$ cat config.mk
export PLATFORM = sky130hd
export DESIGN_NAME = trap_ctrl
export DESIGN_NICKNAME = d
export VERILOG_FILES = /design/src/rtl/trap_ctrl.sv
export SDC_FILE = /design/constraint.sdc
export NUM_CORES = 1
export LEC_CHECK = 0
export ABC_CLOCK_PERIOD_IN_PS = 3850
export BUFFER_PORTS_ARGS = -buffer_cell sky130_fd_sc_hd__clkbuf_2
export CORE_AREA = 10 10 295 297
export CTS_CLUSTER_SIZE = 8
export DETAILED_ROUTE_END_ITERATION = 16
export DIE_AREA = 0 0 305 307
export HOLD_SLACK_MARGIN = 0.06
export PLACE_DENSITY_LB_ADDON = 0.15
export RECOVER_POWER = 100
export SETUP_SLACK_MARGIN = 0.1
export SLEW_MARGIN = 15
export SYNTH_ARGS = -nofsm -noshare
export SYNTH_HDL_FRONTEND = slang
export SYNTH_SLANG_ARGS = --single-unit
$ cat constraint.sdc
create_clock -name clk -period 3.85 [get_ports clk]
set_input_delay 0 -clock clk [delete_from_list [all_inputs] [get_ports clk]]
set_output_delay 0 -clock clk [all_outputs]
set_load 0.005 [all_outputs]
$ cat src/rtl/trap_ctrl.sv
// Trap/MRET sequencer: accepts exceptions, MRET and interrupts, commits CSR updates, then flushes and redirects fetch.
// Optional TRAP_CTRL_VECTORED_EN: vectored interrupt targets when mtvec[1:0]==2'b01.
module trap_ctrl #(
  parameter int XLEN              = 64,
  parameter int ALEN              = 64,
  parameter int PLATFORM_INTR_LEN = 16,
  parameter int INTR_LEN          = 16 + PLATFORM_INTR_LEN
) (
  input  logic                clk,
  input  logic                rst,
  input  logic                exc_valid,
  input  logic [3:0]          exc_cause,
  input  logic [ALEN-1:0]     exc_pc,
  input  logic [XLEN-1:0]     exc_tval,
  input  logic                mret_valid,
  input  logic                int_boundary,
  output logic                req_ready,
  input  logic [ALEN-1:0]     int_pc,
  input  logic [XLEN-1:0]     mstatus,
  input  logic [INTR_LEN-1:0] mie,
  input  logic [INTR_LEN-1:0] mip,
  input  logic [XLEN-1:0]     mtvec,
  input  logic [ALEN-1:0]     mepc,
  input  logic [1:0]          privilege_mode,
  output logic                trap_do_update,
  output logic [XLEN-1:0]     trap_mcause,
  output logic [ALEN-1:0]     trap_mepc,
  output logic [XLEN-1:0]     trap_mtval,
  output logic                xret_do_update,
  output logic                xret_completing,
  output logic [XLEN-1:0]     xret_new_mstatus,
  output logic [1:0]          xret_new_privilege_mode,
  output logic                flush,
  output logic                redirect_valid,
  output logic [ALEN-1:0]     redirect_pc
);

  localparam int CW = $clog2(INTR_LEN);

  typedef enum logic [1:0] {IDLE, TRAP, XRET, REDIRECT} state_e;

  state_e          state_q, state_d;
  logic [XLEN-1:0] mcause_q, mcause_d;
  logic [XLEN-1:0] mtval_q, mtval_d;
  logic [ALEN-1:0] mepc_q, mepc_d;
  logic [ALEN-1:0] target_q, target_d;
  logic            xret_ret_q, xret_ret_d;
  logic            xret_comp_q, xret_comp_d;

  logic [INTR_LEN-1:0] pend;
  logic                int_pend;
  logic [CW-1:0]       int_code;
  logic [XLEN-1:0]     int_mcause;
  logic [XLEN-1:0]     mret_mstatus;
  logic [ALEN-1:0]     base;
  logic [ALEN-1:0]     trap_target;
  logic                unused_ok;

  assign pend     = mie & mip;
  assign int_pend = mstatus[3] && (|pend);
  assign base     = {mtvec[ALEN-1:2], 2'b00};
  assign unused_ok = ^{privilege_mode, mtvec};

  // Later assignments win: stray low bits < platform lines < MTI < MSI < MEI.
  always_comb begin
    int_code = '0;
    for (int i = 15; i >= 0; i--) begin
      if (pend[i]) int_code = CW'(i);
    end
    for (int i = INTR_LEN - 1; i >= 16; i--) begin
      if (pend[i]) int_code = CW'(i);
    end
    if (pend[7])  int_code = CW'(7);
    if (pend[3])  int_code = CW'(3);
    if (pend[11]) int_code = CW'(11);
  end

  always_comb begin
    int_mcause               = '0;
    int_mcause[XLEN-1]       = 1'b1;
    int_mcause[CW-1:0]       = int_code;
  end

  always_comb begin
    mret_mstatus        = mstatus;
    mret_mstatus[3]     = mstatus[7];
    mret_mstatus[7]     = 1'b1;
    mret_mstatus[12:11] = 2'b11;
  end

`ifdef TRAP_CTRL_VECTORED_EN
  assign trap_target = (mtvec[1:0] == 2'b01 && mcause_q[XLEN-1])
                     ? base + (ALEN'(mcause_q[CW-1:0]) << 2)
                     : base;
`else
  assign trap_target = base;
`endif

  always_comb begin
    state_d     = state_q;
    mcause_d    = mcause_q;
    mtval_d     = mtval_q;
    mepc_d      = mepc_q;
    target_d    = target_q;
    xret_ret_d  = xret_ret_q;
    xret_comp_d = xret_comp_q;

    req_ready               = 1'b0;
    trap_do_update          = 1'b0;
    trap_mcause             = '0;
    trap_mepc               = '0;
    trap_mtval              = '0;
    xret_do_update          = 1'b0;
    xret_completing         = 1'b0;
    xret_new_mstatus        = '0;
    xret_new_privilege_mode = '0;
    flush                   = 1'b0;
    redirect_valid          = 1'b0;
    redirect_pc             = '0;

    case (state_q)
      IDLE: begin
        req_ready   = 1'b1;
        xret_ret_d  = 1'b0;
        xret_comp_d = 1'b0;
        if (exc_valid) begin
          mcause_d = XLEN'(exc_cause);
          mepc_d   = exc_pc;
          mtval_d  = exc_tval;
          state_d  = TRAP;
        end else if (mret_valid) begin
          state_d  = XRET;
        end else if (int_pend && int_boundary) begin
          mcause_d = int_mcause;
          mepc_d   = int_pc;
          mtval_d  = '0;
          state_d  = TRAP;
        end
      end
      TRAP: begin
        trap_do_update  = 1'b1;
        flush           = 1'b1;
        trap_mcause     = mcause_q;
        trap_mepc       = mepc_q;
        trap_mtval      = mtval_q;
        xret_completing = xret_comp_q;
        target_d        = trap_target;
        xret_ret_d      = 1'b0;
        xret_comp_d     = 1'b0;
        state_d         = REDIRECT;
      end
      XRET: begin
        xret_do_update          = 1'b1;
        flush                   = 1'b1;
        xret_new_mstatus        = mret_mstatus;
        xret_new_privilege_mode = mstatus[12:11];
        target_d                = mepc;
        xret_ret_d              = 1'b1;
        state_d                 = REDIRECT;
      end
      REDIRECT: begin
        // Interrupt unmasked by the MRET itself: trap straight away instead of returning.
        if (xret_ret_q && int_pend) begin
          mcause_d    = int_mcause;
          mepc_d      = int_pc;
          mtval_d     = '0;
          xret_comp_d = 1'b1;
          xret_ret_d  = 1'b0;
          state_d     = TRAP;
        end else begin
          redirect_valid = 1'b1;
          redirect_pc    = target_q;
          xret_ret_d     = 1'b0;
          state_d        = IDLE;
        end
      end
      default: state_d = IDLE;
    endcase
  end

  always_ff @(posedge clk) begin
    if (rst) begin
      state_q     <= IDLE;
      mcause_q    <= '0;
      mtval_q     <= '0;
      mepc_q      <= '0;
      target_q    <= '0;
      xret_ret_q  <= 1'b0;
      xret_comp_q <= 1'b0;
    end else begin
      state_q     <= state_d;
      mcause_q    <= mcause_d;
      mtval_q     <= mtval_d;
      mepc_q      <= mepc_d;
      target_q    <= target_d;
      xret_ret_q  <= xret_ret_d;
      xret_comp_q <= xret_comp_d;
    end
  end

endmodule

==> impl_metrics.yaml <==
yosys:
  yosysUniqueCellTypes: 46
  ys_ff_latch: 202
  synth_edf_count: 0
  synth_top_cell_by_area: "dfxtp_1"
  yosys-top-cells-area: "dfxtp_1 (36%), and2_1 (15%), nand2_1 (7.6%), mux2i_1 (5.6%), a311oi_1 (5.0%)"
  synthXorXnorAreaFrac_pct: 0
  yosysSeqAreaShare_pct: 36.43
  synth-warning-count: 0
  synth_fa_ha_area_share_pct: 0.4509
  synth_top_family_by_area: "simple AND/OR/NAND/NOR gates"
  synth.most_common_cell: "and2_1"
  muxShareOfSynthArea_pct: 5.591
  synth_top_area_share_pct: 36.43
  synth_ff_type: "dfxtp_1"
  synth-simple-area-share_pct: 31.67
  syn_area_per_cell_um2: 7.714
  syn_inst: 1439
  synthArstFlopShare_pct: 0
  synth_common_cells: "and2_1 (262), nand2_1 (224), dfxtp_1 (202)"
  syn_area_mm2: 0.01110
  synth_compound_area_share_pct: 16.66
critical_path:
  startpoint_type: "flop"
  slowest_stage: "ha_1"
  rrSetupSlack_ns: 0.55
  ff2ff_path_depth: 9
  cp-startpoint: "state_q[0]"
  worstPathMaxFanout: 32
  cpMostUsedCell: "clkbuf_2"
  worstPathCellList: "inv_1 > ha_1 > clkbuf_2 > and2_0 > clkbuf_2"
  r2r-end: "mcause_q[1]"
  crit_type: "reg -> out"
  critPathMaxStageDelay_ns: 1.00
  r2r-start: "state_q[1]"
  end_kind: "output port"
  critical_path_arrival_ns: 3.36
  required_ns: 3.85
finish:
  drive_above_1_share_pct: 27.91
  area_growth_pct: 76.24
  nets: 2876
  fin_util_pct: 24.06
  fillers: 9155
  stdcell_area_mm2: 0.01956
  seq_area_mm2: 0.004044
  multi_input_area_mm2: 0.006252
place:
  place.gp.congestion: 0.8254
  postPlaceCellArea_mm2: 0.01557
  io_buffers: 724
  hpwl_mm: 52.01
  dp_slack_ns: 1.166
global_routing:
  grtUsageTotal_pct: 13.64
  grt_pass1_wl_mm: 98.00
  grt_pass1_vias: 14747
  overflow: 0
  antenna_found_initial: 9
  grt_max_degree: 133
clock_network:
  cts_max_level: 1
  clock_latency_ns: 0.58
  cts_buffers: 31
  ctsResizeCount: 0
  clk_path_buf_depth: 3
  post_cts_buffers: 0
  cts_tree: "yes"
  root_buffer: "clkbuf_16"
  clk_pin_slew_ns: 0.05
  ctsHoldBuffers: 332
  clock_sinks: 202
routing:
  drtPass1Iterations: 5
  vias: 13731
  drcViolationCount: 0
  routedWlPerCell_um: 19.32
  via_per_inst: 3.930
  ant_nets: 0
  drtIter0Drc: 487
  wirelength_mm: 67.50
sta:
  rsz0062_at_grt: "no"
  finalSetupTns_ns: 0
  fmax_mhz: 297.6
  slew_violations: 172
  fin_worst_skew_ns: 0.006169
  hold_viol_final: 0
  tightest_slew_ns: 1.872
  post-route-period-util_pct: 87.28
  setup_violations: 0
  setup_slack_ns: 0.4897
  fin_crit_ns: 3.360
  slew_headroom_pct: -24.78
floorplan:
  initial_core_util_pct: 13.65
  dieArea_mm2: 0.09364
  die_w_um: 305
  rows: 105
  core_mm2: 0.08132
  io_pins: 787
  die_h_um: 307
outcome:
  violations: "max-capacitance violations, max-slew violations"
  status: "complete, but fails checks"
min_path:
  min_path_cells: 4
  worstHoldEndpoint: "mcause_q[0]"
  hold_class: "in -> reg"
  hold_start: "exc_cause[0]"
power_and_ir_drop:
  pwr-share-seq_pct: 30.7
  comb_power_share_pct: 42.9
  p_clk_share_pct: 26.4
  p_sw_mw: 3.849
  p_int_mw: 6.309
  cellPowerDensity_mw_per_mm2: 519.2
  leakagePower_nw: 8.576
  p_sw_share_pct: 37.89
  ir_drop_uv: 353.5
job:
  drv_cap: 2
[sequential cells by signal, indices dropped and copies added, names as in the netlist]
| register | count |
|---|---|
| target_q | 64 |
| mcause_q | 6 |
| mtval_q | 64 |
| xret_comp_q | 1 |
| state_q | 2 |
| mepc_q | 64 |
| xret_ret_q | 1 |
[worst max path at each step]
stage          slack [ns]  cells after the start                   to
6_report             0.49                      5  xret_new_mstatus[3]
4_1_cts              0.46                      9          mcause_q[1]
3_3_place_gp         1.16                     10       redirect_pc[7]
2_1_floorplan        1.90                      7         target_q[21]
3_5_place_dp         1.17                     10      redirect_pc[59]
5_1_grt              0.14                      5       trap_mtval[42]
[metrics by stage]
| step | hold slack (ns) | instances | power [mW] |
|---|---|---|---|
| global route | 0.1312 | 3492 | 11.00 |
| floorplan | 0.1159 | 1496 | 5.399 |
| global placement | 0.2412 | 3118 | 7.033 |
| detailed placement | 0.2479 | 3118 | 7.072 |
| CTS | 0.06180 | 3492 | 10.55 |
| finish | 0.06683 | 3494 | 10.16 |
[critical path: cells and delay by family (launching register included)]
kind                       cells  cell delay, ns
and+or+nand+nor                1            0.45
DFF                            1            0.33
buffers and inverters          3            0.99
adders and majority gates      1            1.00
[cells in the final DEF, fill, tap and decap left out, drive strengths merged, types with 7 or more instances in the layout]
| master | instances |
|---|---|
| a22oi | 16 |
| conb | 58 |
| dlygate4sd3 | 332 |
| nand3 | 73 |
| inv | 7 |
| buf | 11 |
| nor2 | 135 |
| clkbuf | 765 |
| a311oi | 64 |
| and2 | 262 |
| a211oi | 66 |
| o21ai | 10 |
| nand2 | 224 |
| dfxtp | 202 |
| a21oi | 76 |
| mux2i | 62 |
[layer usage]
metal	wire length (µm)	GRT usage [%]	part of all wire, %
met5	38	0	0.056
met4	2552	5.166	3.8
met3	5286	4.346	7.8
met2	34420	24.99	51
met1	25210	14.34	37
[cell families (layout without fill, tap and decap cells)]
group,after synthesis,count (layout)
buffers and inverters,193,1119
muxes,62,62
AOI/OAI and AO/OA,260,260
other,1,60
DFF,202,202
adders and majority gates,4,4
and+or+nand+nor,717,717
[power by group through the flow]
stage	clock [mW]	sequential [mW]	combinational, mW
2_1_floorplan	0	2.99	2.41
3_3_place_gp	0	3.17	3.86
3_5_place_dp	0	3.17	3.91
4_1_cts	2.84	3.13	4.58
5_1_grt	2.90	3.21	4.88
6_report	2.69	3.11	4.36
[final cells by class]
cell class	instances	area share, %
inverter	6	0.1151
sequential	202	20.67
clock buffer	37	4.131
timing repair buffer	1071	35.73
tap	1070	6.843
multi-input combinational	1101	31.96
clock inverter	5	0.5308
antenna	2	0.02558
Note: power is estimated with default switching activity, not from simulation.
